<file path="src/rtl/types_pkg.sv">
// Shared types for the operation engine: opcode encoding and default word sizes.
package types_pkg;

  localparam int BITS_DEFAULT = 16;

  typedef enum logic [2:0] {
    RESET        = 3'd0,
    ADD          = 3'd1,
    SUB          = 3'd2,
    MUL          = 3'd3,
    COUNT_ONES   = 3'd4,
    LEADING_ONES = 3'd5
  } opr_mode_t;

  typedef logic [BITS_DEFAULT-1:0]           word_t;
  typedef logic [BITS_DEFAULT/2-1:0]         word_half_t;
  typedef logic [$clog2(BITS_DEFAULT):0]     word_log2_t;

endpackage

</file>
<file path="src/rtl/op_engine_mul.sv">
// Iterative shift-add multiplier: one partial product per cycle, HALF iterations.
module op_engine_mul #(
  parameter int HALF = 8
) (
  input  logic              clk,
  input  logic              rst,
  input  logic              start,
  input  logic [HALF-1:0]   a,
  input  logic [HALF-1:0]   b,
  output logic              done,
  output logic [2*HALF-1:0] product
);

  localparam int W  = 2 * HALF;
  localparam int CW = $clog2(HALF) + 1;

  logic [W-1:0]    a_q;
  logic [W-1:0]    acc_q;
  logic [W-1:0]    acc_d;
  logic [HALF-1:0] b_q;
  logic [CW-1:0]   cnt_q;
  logic            busy_q;

  // The last iteration's sum is presented directly so the caller can capture it on the same edge.
  assign acc_d   = b_q[0] ? (acc_q + a_q) : acc_q;
  assign done    = busy_q && (cnt_q == CW'(HALF - 1));
  assign product = acc_d;

  always_ff @(posedge clk or negedge rst) begin
    if (!rst) begin
      a_q    <= '0;
      b_q    <= '0;
      acc_q  <= '0;
      cnt_q  <= '0;
      busy_q <= 1'b0;
    end else if (start) begin
      a_q    <= {{HALF{1'b0}}, a};
      b_q    <= b;
      acc_q  <= '0;
      cnt_q  <= '0;
      busy_q <= 1'b1;
    end else if (busy_q) begin
      acc_q <= acc_d;
      a_q   <= a_q << 1;
      b_q   <= b_q >> 1;
      cnt_q <= cnt_q + CW'(1);
      if (done) busy_q <= 1'b0;
    end
  end

endmodule

</file>
<file path="src/rtl/op_engine.sv">
// Handshaked operation engine (add/sub/mul/bit-count) with registered result held until taken.
// Bit-count opcodes are built only when OP_ENGINE_BITOPS_EN is defined.
module op_engine
  import types_pkg::*;
#(
  parameter int BITS = BITS_DEFAULT
) (
  input  logic            clk,
  input  logic            rst,
  input  logic            in_valid,
  output logic            in_ready,
  input  opr_mode_t       mode,
  input  logic [BITS-1:0] operand,
  output logic            out_valid,
  input  logic            out_ready,
  output logic [BITS-1:0] result,
  output logic            err
);

  localparam int HALF = BITS / 2;

  typedef enum logic [1:0] {IDLE, MUL_RUN, HOLD} state_t;

  state_t          state_q;
  logic            out_valid_q;
  logic            err_q;
  logic [BITS-1:0] result_q;

  logic [HALF-1:0] op_a;
  logic [HALF-1:0] op_b;
  logic            accept;
  logic            mul_start;
  logic            mul_done;
  logic [BITS-1:0] mul_product;
  logic [BITS-1:0] op_result_d;
  logic            op_err_d;

  assign op_a = operand[BITS-1:HALF];
  assign op_b = operand[HALF-1:0];

  // HOLD frees the slot in the same cycle the consumer takes the result.
  assign in_ready  = (state_q == IDLE) || ((state_q == HOLD) && out_ready);
  assign accept    = in_valid && in_ready;
  assign mul_start = accept && (mode == MUL);

  assign out_valid = out_valid_q;
  assign result    = result_q;
  assign err       = err_q;

`ifdef OP_ENGINE_BITOPS_EN
  logic [BITS-1:0] ones_cnt;
  logic [BITS-1:0] lead_cnt;
  logic            lead_run;

  always_comb begin
    ones_cnt = '0;
    lead_cnt = '0;
    lead_run = 1'b1;
    for (int i = BITS - 1; i >= 0; i--) begin
      ones_cnt = ones_cnt + BITS'(operand[i]);
      if (lead_run && operand[i]) lead_cnt = lead_cnt + BITS'(1);
      else                        lead_run = 1'b0;
    end
  end
`endif

  always_comb begin
    op_result_d = '0;
    op_err_d    = 1'b0;
    case (mode)
      ADD:          op_result_d = {{HALF{1'b0}}, op_a} + {{HALF{1'b0}}, op_b};
      SUB:          op_result_d = {{HALF{1'b0}}, op_a} - {{HALF{1'b0}}, op_b};
      RESET, MUL:   ;
`ifdef OP_ENGINE_BITOPS_EN
      COUNT_ONES:   op_result_d = ones_cnt;
      LEADING_ONES: op_result_d = lead_cnt;
`endif
      default:      op_err_d = 1'b1;
    endcase
  end

  op_engine_mul #(.HALF(HALF)) u_mul (
    .clk     (clk),
    .rst     (rst),
    .start   (mul_start),
    .a       (op_a),
    .b       (op_b),
    .done    (mul_done),
    .product (mul_product)
  );

  always_ff @(posedge clk or negedge rst) begin
    if (!rst) begin
      state_q     <= IDLE;
      out_valid_q <= 1'b0;
      result_q    <= '0;
      err_q       <= 1'b0;
    end else begin
      case (state_q)
        MUL_RUN: begin
          if (mul_done) begin
            state_q     <= HOLD;
            out_valid_q <= 1'b1;
            result_q    <= mul_product;
            err_q       <= 1'b0;
          end
        end
        default: begin
          if (accept) begin
            if (mode == MUL) begin
              state_q     <= MUL_RUN;
              out_valid_q <= 1'b0;
            end else begin
              state_q     <= HOLD;
              out_valid_q <= 1'b1;
              result_q    <= op_result_d;
              err_q       <= op_err_d;
            end
          end else if (out_ready) begin
            state_q     <= IDLE;
            out_valid_q <= 1'b0;
          end
        end
      endcase
    end
  end

endmodule

</file>
<file path="config.mk">
export PLATFORM = sky130hd
export DESIGN_NAME = op_engine
export DESIGN_NICKNAME = d
export VERILOG_FILES = /design/src/rtl/types_pkg.sv /design/src/rtl/op_engine_mul.sv /design/src/rtl/op_engine.sv
export SDC_FILE = /design/constraint.sdc
export NUM_CORES = 1
export LEC_CHECK = 0
export CORE_MARGIN = 2
export CORE_UTILIZATION = 25
export DETAILED_ROUTE_END_ITERATION = 10
export GPL_ROUTABILITY_DRIVEN = 0
export PLACE_DENSITY_LB_ADDON = 0.15
export SLEW_MARGIN = 20
export SYNTH_ARGS = -nofsm -noshare
export SYNTH_HDL_FRONTEND = slang
export SYNTH_SLANG_ARGS = --single-unit
</file>
<file path="constraint.sdc">
create_clock -name clk -period 5.4 [get_ports clk]
set_clock_uncertainty 0.1 [all_clocks]
set_input_delay 1.08 -clock clk [delete_from_list [all_inputs] [get_ports clk]]
set_output_delay 1.08 -clock clk [all_outputs]
set_load 0.03 [all_outputs]
</file>
# Yosys cells after proc, flatten, opt, wreduce, memory -nomap -nowiden
# Index checks and enable logic that the tools add are counted.
# W data, S select, Z words.
# totals
romBits,0
register_bits,65
latch_bits,0
word_cells,66
input_bits,23
out_inout_bits,19
ram_bits,0
mem_count,0
# op_classes
div_mod_pow,0
n_reduce_logical,13
n_shift,0
magnitude_cmp,0
bitwise_logic,0
add_sub_neg,4
muxes,32
multipliers,0
n_eq_ne,8
# op_table
op,count
$mux W16,9
$pmux W16 S2,1
$add A16 B16 Y16,1
$mux W8,2
$mux W1,13
$mux W2,5
$add A8 B8 Y9,1
$sub A8 B8 Y9,1
$mux W4,2
$eq A3 B2 Y1 const B,2
$add A4 B1 Y4 const B,1
$eq A4 B3 Y1 const B,1
$logic_and A1 B1 Y1,4
$reduce_bool A2 Y1,2
$reduce_or A4 Y1,1
$eq A3 B1 Y1 const B,1
$logic_not A3 Y1,1
$reduce_and A3 Y1,1
$reduce_bool A3 Y1,1
$eq A2 B1 Y1 const B,1
$eq A2 B2 Y1 const B,1
$logic_not A2 Y1,1
$ne A2 B1 Y1 const B,1
$ne A2 B2 Y1 const B,1
other kinds (2),2

# Logic depth before layout (Yosys ltp)
# Gate-level depths: netlist of the first run.
# logic_depth
depth_word,6
ltp_mapped,11
ltp_nobuf,11

# By module
# From an unflattened synthesis of the first run, not the netlist that was laid out.
# unflattened
cells_unflattened,516
hier_area_um2,4566.9
# modules_own_cells
module,instances,cells_per_inst,area_each_um2,seq_area_each_um2
op_engine_mul,1,312,2886.5,1126.1
op_engine,1,204,1680.4,475.5

# Least setup slack after synthesis of the first run
# Ideal clock, no wire load.
# synth_timing
path_type,in2reg
from,in operand[1]
to,reg result_q[7] (netlist: result[7])
arrival_ns,2.736
slack_ns,2.441
stages,9
path_buffers,0
setup_time_ns,0.123
required_time_ns,5.177
cell_sequence,inv_1 -> ha_1 -> a21oi_1 -> o21bai_1 -> a2111o_1 -> a31oi_1 -> xor2_1 -> o22ai_1 -> o221a_2
# synth_between
elab_chain_cells,5
word_cells_on_any_way,6
classes_between,2 x add/sub; 4 x mux
# synth_lines
element,line,source
start: declaration,op_engine.sv:13,"input logic [BITS-1:0] operand,"
$sub A8 B8 Y9 / $add A8 B8 Y9 (equally long branches),"op_engine.sv:72, op_engine.sv:71",
$pmux W16 S2 (*),op_engine.sv:70,case (mode)
$mux W16 (*),op_engine.sv:110,if (mode == MUL) begin
$mux W16 (*),op_engine.sv:109,if (accept) begin
$mux W16 (*),op_engine.sv:99,case (state_q)
end signal: assignment,op_engine.sv:104,result_q <= mul_product;
end signal: assignment,op_engine.sv:116,result_q <= op_result_d;
end: declaration,op_engine.sv:27,logic [BITS-1:0] result_q;
# Mark *: on every way between the ends. The rest lies on a longest branch, timed or not. The select of a mux whose other input is x is not followed.
# A chain may end at the register's enable or synchronous reset.

# Final worst setup path of the first run
# layout_timing
from,in out_ready
to,out in_ready
# layout_between
elab_chain_cells,2
# layout_lines
element,line,source
start: declaration,op_engine.sv:15,"input logic out_ready,"
$logic_and A1 B1 Y1,op_engine.sv:42,assign in_ready = (state_q == IDLE) || ((state_q == HOLD) && out_ready);
$logic_or A1 B1 Y1,op_engine.sv:42,
end: declaration,op_engine.sv:11,"output logic in_ready,"
# No other way between the ends.

==> impl_metrics.ini, run 1 <==
[synth]
synth-warning-count = 0
avgSynthCellArea_um2 = 9.03
async_flop_share_pct = 100
ys_seq_elements = 64
syn_inst = 467
ys_types = 56
seq_area_frac_synth_pct = 38.0
syn-num-nets = 526
netlist_area_um2 = 4220
synthFlopType = dfrtp_1
synth_edf_count = 0

[global_route]
first_global_vias = 3336
track_usage_pct = 13.2
antenna_found_initial = 0
grt_first_pass_wirelength_um = 18400
grt_max_degree = 65
gr-total-overflow = 0

[finish]
final_common_cell = dfrtp_1
final_cell_mix = dfrtp_1 (63), nor2_1 (52), nand2_1 (52)
design_area_um2 = 5170
drive_gt1_share_pct = 6.71
syn2layout_area_growth_pct = 22.7
nets = 561
num_antenna_cells = 0

[setup_path]
r2r_slack_ns = 2.69
worst-endpoint-arrival_ns = 2.41
cp_max_fo = 4
ff2ff_path_depth = 8
path_class = primary input to output pin
startpoint_type = primary input
cpMostUsedCell = clkdlybuf4s50_1
critical_path.cell_chain = clkdlybuf4s50_1 > nor2b_1 > nor2_1 > clkdlybuf4s50_1
crit_required_ns = 4.22
critical-path-max-stage-delay_ns = 0.67
cp.depth = 4
crit_slowest_cell = clkdlybuf4s50_1
crit_family = buffers and inverters
critical_path.endpoint_type = output pin
path_buf_inv = 2

[timing]
tns_ns = 0
max_freq_mhz = 279
hold_viol_final = 0
slew_viol_final = 0
setup_violations = 0
relSlewSlack_pct = 43.2
fin_crit_ns = 3.59
rsz0062_at_grt = false
worst_pin_slew_ns = 0.852
finalCritPeriodShare_pct = 66.5

[floorplan]
die_h_um = 134
design.core.area_um2 = 16500
floorplan.die.width_um = 134
dieArea_um2 = 17900
io_pins = 42
initial_utilization_pct = 25.5
row_count = 47

[place]
hpwlAfterDp_um = 8300
port_buffers = 41
placed_area_um2 = 4840

[clock_tree]
ctsResizeCount = 0
htreeDepth = 3
post-cts-setup-buffers = 0
cts_tree = built
cts_buffers = 9
insertion_delay_ns = 0.34
clock_sinks = 64
clockBufferDepth = 2
path_clk_slew_ns = 0.06
cts_hold_buf = 0
root_buffer = clkbuf_16

[run]
drv_cap = 0

[drt]
antenna_left = 0
vias = 3520
wl_per_cell_um = 15.9
avgViaCountPerCell = 4.84
wl_met3_um = 522
routed.top_layer = met4
met1_length_um = 5610
drtIter0Drc = 168
wl_um = 11500
drc = 0
dr.pass1.iters = 5
met2_wirelength_um = 5270

[power]
p_clk_share_pct = 24.6
p_seq_share_pct = 30.5
peakVddDrop_uv = 191
combinationalPowerShare_pct = 44.9
report.power.total_uw = 2660
power_switching_share_pct = 40.8
p_sw_uw = 1090
p_int_uw = 1580
p_leak_uw = 0.00227
p_per_area_nw_per_um2 = 514

[run_status]
status = finished clean

[hold_path]
hold_depth = 2
hold_path.class = flop to flop
metrics by stage:
step	setup WS, ns	std cells	hold slack, ns	util [%]
finish	1.81	727	0.383	31.3
global route	1.75	727	0.411	31.3
CTS	1.80	727	0.391	31.3
detailed placement	1.64	711	0.377	29.3
global placement	1.67	711	0.372	29.3
floorplan	2.44	467	0.381	-
power groups by stage:
| stage | clock (uW) | sequential [uW] | combinational, uW |
|---|---|---|---|
| 2_1_floorplan | 0 | 844 | 827 |
| 3_3_place_gp | 0 | 821 | 1180 |
| 3_5_place_dp | 0 | 824 | 1200 |
| 4_1_cts | 673 | 816 | 1210 |
| 5_1_grt | 698 | 838 | 1330 |
| 6_report | 655 | 812 | 1190 |
Yosys cell counts (3+ instances only):
| library cell | number | area, um2 |
|---|---|---|
| nor2b_1 | 4 | 25.0 |
| dfrtp_1 | 64 | 1600 |
| buf_1 | 3 | 11.3 |
| nand2_1 | 52 | 195 |
| clkbuf_1 | 14 | 52.6 |
| o21ai_0 | 33 | 165 |
| o21ai_1 | 4 | 20.0 |
| o21bai_1 | 6 | 45.0 |
| a21oi_1 | 36 | 180 |
| buf_2 | 3 | 15.0 |
| nand4_1 | 3 | 18.8 |
| xor2_1 | 9 | 78.8 |
| a21o_1 | 4 | 30.0 |
| fa_1 | 3 | 60.1 |
| xnor2_1 | 10 | 87.6 |
| a221oi_1 | 5 | 43.8 |
| o221ai_1 | 4 | 35.0 |
| ha_1 | 33 | 413 |
| nand3_1 | 5 | 25.0 |
| a31oi_1 | 6 | 37.5 |
| and2_1 | 3 | 18.8 |
| nor2_1 | 52 | 195 |
| mux2i_1 | 29 | 290 |
| inv_1 | 20 | 75.1 |
| nand2b_1 | 5 | 31.3 |
| a211oi_1 | 12 | 90.1 |
| nor3_1 | 4 | 20.0 |
| a221o_1 | 3 | 30.0 |
logic make-up (layout without fill, tap and decap cells):
group                    count (synthesis)  in the layout  share of synthesized area, %
XOR/XNOR                                19             19                          3.95
flip-flops                              64             64                          38.0
buffers and inverters                   40             80                          3.65
AO/OA/AOI/OAI                          134            134                          20.8
AND/OR/NAND/NOR                        144            144                          15.2
multiplexers                            30             30                          7.15
adder cells (fa/ha/maj)                 36             36                          11.2
registers in the layout, summed over array words and instances (netlist names):
name and cells:
result 16, u_mul.a_q 16, u_mul.acc_q 16, u_mul.b_q 8
u_mul.cnt_q 4, err 1, out_valid 1, state_q 1
u_mul.busy_q 1
worst register-to-register path, delay by kind of cell (launching register included):
kind	cells	cell delay, ns
flops	1	0.34
simple gates	4	1.03
buf+inv	1	0.47
compound gates	3	0.64
metal layers:
layer	GRT usage [%]	vias to the layer above
met4	4.08	0
met2	20.2	75
met1	18.4	1687
met5	0	-
met3	3.14	10
li1	-	1748
area by class of cell:
class	count	area [um2]
clock inverters	7	105
multi-input cells	363	2460
well taps	220	275
flip-flops and latches	64	1600
fillers	1723	11300
inverters	20	75.1
clock buffers	9	225
repair buffers	44	428
path summary, 6_finish.rpt:
check,from,end
max in group asynchronous,rst,u_mul.busy_q
max reg2reg,u_mul.busy_q,result[8]
max,out_ready,in_ready
min in group asynchronous,rst,u_mul.cnt_q[0]
min,result[4],result[4]
min reg2reg,result[4],result[4]
Note: power is estimated with default switching activity, not from simulation.
==> run 2: changes to the inputs <==
==> constraint.sdc (replaced) <==
create_clock -name clk -period 3.7 [get_ports clk]
set_clock_uncertainty 0.1 [all_clocks]
set_input_delay 0.74 -clock clk [delete_from_list [all_inputs] [get_ports clk]]
set_output_delay 0.74 -clock clk [all_outputs]
set_load 0.03 [all_outputs]
==> run 2 against run 1 <==
Compared with the run above:
- via count decreased by 1.6%
- register-to-register slack got worse by 1.6 ns
- non-clock buffer count is 4 higher
- combinational power rose by 44%
- wire length is essentially flat
- die area unchanged
- final cell count rose by 0.55%
- critical endpoint is now result[7]
- highest routed layer unchanged
==> impl_metrics.ini, run 2 (synthesis gave the netlist of run 1 again) <==
[timing]
relSlewSlack_pct = 52.6
slew_viol_final = 0
rsz0062_at_grt = false
max_freq_mhz = 327
tns_ns = 0
setup_violations = 0
worst_pin_slew_ns = 0.711
hold_viol_final = 0
fin_crit_ns = 3.06
finalCritPeriodShare_pct = 82.7
hold_ws_ns = 0.267

[place]
port_buffers = 41
hpwlAfterDp_um = 8840
place_inst = 715

[power]
power_switching_share_pct = 39.5
p_int_uw = 2390
p_sw_uw = 1560
p_leak_uw = 0.00230
p_per_area_nw_per_um2 = 753
p_seq_share_pct = 31.0
p_clk_share_pct = 25.7
peakVddDrop_uv = 273
combinationalPowerShare_pct = 43.3

[finish]
syn2layout_area_growth_pct = 24.3
num_antenna_cells = 0
fin_util_pct = 31.7
drive_gt1_share_pct = 7.44
final_cell_mix = dfrtp_1 (63), nor2_1 (52), nand2_1 (52)
nets = 565
final_common_cell = dfrtp_1
fin_cells = 731
fillCellCount = 1769

[clock_tree]
root_buffer = clkbuf_16
ctsResizeCount = 0
insertion_delay_ns = 0.33
htreeDepth = 3
path_clk_slew_ns = 0.06
clockBufferDepth = 2
post-cts-setup-buffers = 0
clock_sinks = 64
cts_tree = built
cts_hold_buf = 0
cts_buffers = 9

[setup_path]
cp_max_fo = 4
startpoint_type = primary input
crit_required_ns = 3.81
worst-endpoint-arrival_ns = 3.18
path_class = primary input to flop
critical_path.endpoint_type = flop

[floorplan]
die_h_um = 134
io_pins = 42
row_count = 47
dieArea_um2 = 17900
design.core.area_um2 = 16500
initial_utilization_pct = 25.5
floorplan.die.width_um = 134

[global_route]
first_global_vias = 3605
grt_max_degree = 38
antenna_found_initial = 0
gr-total-overflow = 0
track_usage_pct = 13.6
grt_first_pass_wirelength_um = 19000

[drt]
avgViaCountPerCell = 4.74
antenna_left = 0
drtIter0Drc = 205
vias = 3464
dr.pass1.iters = 4
drc = 0
wl_um = 11500
wl_per_cell_um = 15.8

[run]
drv_cap = 0

[hold_path]
hold_path.class = primary input to async pin

[run_status]
status = finished clean
-- run 2: changes by cell type in the layout (fill, tap and decap cells not counted), sizes merged --
cell and delta:
buf +4, bufinv +1, clkinv -2, clkbuf +1
-- run 2: cell type report --
| cell class | instances | area [um2] | area share (%) |
|---|---|---|---|
| Tap cell | 220 | 275 | 5.25 |
| Clock inverter | 6 | 115 | 2.20 |
| Multi-Input combinational cell | 363 | 2460 | 47.0 |
| Timing Repair Buffer | 48 | 470 | 8.98 |
| Inverter | 20 | 75.1 | 1.43 |
| Sequential cell | 64 | 1600 | 30.6 |
| Clock buffer | 10 | 239 | 4.56 |
-- run 2: per-layer routing --
metal  vias to the layer above  routed length, um  share of wire (%)  track usage, %
li1                       1757                  -                  -               -
met5                         -                  0                  0               0
met1                      1643               5830                 51            18.8
met3                        13                393                3.4            3.33
met4                         0                171                1.5            4.37
met2                        51               5150                 45            20.8
-- run 2: path summary, 6_finish.rpt --
check                           cells past startpoint          from  slack (ns)           end
min in group clk                                    2     result[4]        0.38     result[4]
worst max register to register                     10  u_mul.a_q[0]        1.05    result[14]
worst max-delay path                               10    operand[1]        0.64     result[7]
max in group asynchronous                           2           rst        2.49  u_mul.a_q[0]
worst min register to register                      2     result[4]        0.38     result[4]
worst min-delay path                                1           rst        0.27    result[13]
-- run 2: metrics by stage --
stage                     total power, uW  setup WS [ns]  cell area (um2)
after floorplan                      2440           1.08             4220
after global routing                 4260          0.448             5240
after detailed placement             2950          0.303             4890
final                                3940          0.640             5240
after CTS                            3990          0.650             5240
after global placement               2940          0.312             4890
-- run 2: critical path, cell delays in order --
cell and delay, ns:
clkdlybuf4s50_1 0.55, inv_1 0.10, ha_1 0.31, a21oi_1 0.17, o21bai_1 0.13, a2111o_1 0.45
a31oi_1 0.21, xor2_1 0.16, o22ai_1 0.10, o221a_2 0.25
-- run 2: power by group through the flow --
stage	registers (uW)	logic (uW)	clock network [uW]
floorplan	1230	1210	0
global placement	1240	1700	0
detailed placement	1240	1710	0
CTS	1230	1730	1040
global route	1270	1920	1070
finish	1220	1710	1010
==> run 3: changes to the inputs <==
==> constraint.sdc (replaced) <==
create_clock -name clk -period 2.95 [get_ports clk]
set_clock_uncertainty 0.1 [all_clocks]
set_input_delay 0.59 -clock clk [delete_from_list [all_inputs] [get_ports clk]]
set_output_delay 0.59 -clock clk [all_outputs]
set_load 0.03 [all_outputs]
==> run 3 against run 2 <==
Compared with the run above:
- global-route usage increased by 0.50 points
- count of clock-buffer cells in the layout unchanged
- final area grew 3.9%
- power increased by 27%
- largest power group unchanged
- critical endpoint is now result[6]
==> impl_metrics.ini, run 3 (synthesis gave the netlist of run 1 again) <==
[timing]
rsz0062_at_grt = false
setup_violations = 0
max_freq_mhz = 364
finalCritPeriodShare_pct = 93.1
fin_crit_ns = 2.75
hold_viol_final = 0
fin_ws_ns = 0.204
relSlewSlack_pct = 52.1
worst_pin_slew_ns = 0.718
slew_viol_final = 0

[clock_tree]
cts_buffers = 9
clockBufferDepth = 2
root_buffer = clkbuf_16
post-cts-setup-buffers = 0
insertion_delay_ns = 0.34
cts_tree = built
clock_sinks = 64
path_clk_slew_ns = 0.06
htreeDepth = 3

[place]
port_buffers = 41
place_ws_ns = -0.162
hpwlAfterDp_um = 9060
placed_area_um2 = 5070

[finish]
num_antenna_cells = 0
final_cell_mix = dfrtp_1 (63), nand2_1 (52), nor2_1 (51)
drive_gt1_share_pct = 11.6
final_common_cell = dfrtp_1
design_area_um2 = 5440
syn2layout_area_growth_pct = 29.1
nets = 589

[floorplan]
floorplan.die.width_um = 134
die_h_um = 134
dieArea_um2 = 17900
design.core.area_um2 = 16500
initial_utilization_pct = 25.5
io_pins = 42
row_count = 47

[power]
p_sw_uw = 2000
p_seq_share_pct = 29.5
p_per_area_nw_per_um2 = 923
p_leak_uw = 0.00242
power_switching_share_pct = 39.8
p_int_uw = 3030
p_clk_share_pct = 25.5
peakVddDrop_uv = 284
combinationalPowerShare_pct = 44.9

[setup_path]
r2r_start = u_mul.acc_q[0]
crit_required_ns = 3.10
worstReg2RegEnd = result[14]
ff2ff_path_depth = 10
critical_path.endpoint_type = flop
r2r_slack_ns = 0.34
path_class = primary input to flop
startpoint = operand[0]
cp_max_fo = 4
startpoint_type = primary input
worst-endpoint-arrival_ns = 2.90

[drt]
dr.pass1.iters = 4
antenna_left = 0
avgViaCountPerCell = 4.71
drc = 0
vias = 3557
drtIter0Drc = 215
wl_um = 12000
wl_per_cell_um = 15.9

[run]
drv_cap = 0

[global_route]
grt_max_degree = 58
first_global_vias = 3614
grt_first_pass_wirelength_um = 19500
track_usage_pct = 14.1
antenna_found_initial = 0
gr-total-overflow = 0

[hold_path]
hold_path.class = flop to flop
hold_depth = 2
holdCritStartpoint = result[3]
hold_end = result[3]

[run_status]
status = finished clean
run 3: changes by cell type in the layout (fill, tap and decap cells not counted):
cell           previous run  this run
nor2_2                    2         3
o21ai_2                   1         0
buf_4                     6        28
clkinvlp_4                1         2
clkinv_4                  1         0
dlygate4sd3_1             0         1
o21ai_4                   0         1
nor2_1                   52        51
buf_12                    1         2
run 3: critical path, stage by stage:
cell and delay, ns:
clkdlybuf4s50_1 0.54, ha_1 0.17, inv_1 0.06, fa_1 0.39
o21bai_1 0.16, a21oi_1 0.10, o21bai_1 0.17, a21oi_1 0.13
o221a_2 0.25, o31a_1 0.27, o21ai_0 0.07
run 3: cell type report:
class	instances	area [um2]
Clock buffer	10	239
Clock inverter	6	114
Fill cell	1726	11100
Inverter	20	75.1
Multi-Input combinational cell	363	2470
Sequential cell	64	1600
Tap cell	220	275
Timing Repair Buffer	72	666
run 3: worst max-delay path by stage:
stage           endpoint  slack (ns)
6_report       result[6]        0.20
5_1_grt        result[8]        0.03
4_1_cts        result[8]        0.19
3_5_place_dp   result[8]       -0.16
3_3_place_gp   result[8]       -0.13
2_1_floorplan  result[7]        0.48
run 3: timing repair:
action / CTS / global route
resized for setup: 0 / 2
endpoints found under the hold margin: 7 / 0
hold buffers: 1 / 0
endpoints found under the setup margin: 0 / 2
run 3: metal layers:
layer,vias up,share of wire (%),global-route usage [%]
met1,1688,49,19.3
met4,0,1.6,4.49
li1,1795,-,-
met2,61,45,22.3
met5,-,0,0
met3,13,3.9,2.99
run 3: power by group through the flow:
| stage | clock network, uW | registers (uW) | logic, uW |
|---|---|---|---|
| global route | 1350 | 1540 | 2510 |
| finish | 1280 | 1480 | 2260 |
| global placement | 0 | 1500 | 2250 |
| detailed placement | 0 | 1510 | 2270 |
| floorplan | 0 | 1540 | 1510 |
| CTS | 1310 | 1490 | 2290 |
run 3: per-stage QoR:
step                      TNS, ns  util [%]  total power [uW]  hold slack, ns  cells
after global placement     -0.828      30.7              3750           0.356    738
final                           0      32.9              5030           0.383    755
after CTS                       0      32.9              5090           0.391    755
after detailed placement    -1.16      30.7              3780           0.360    738
after floorplan                 0         -              3060           0.194    467
after global routing            0      32.9              5400           0.424    755
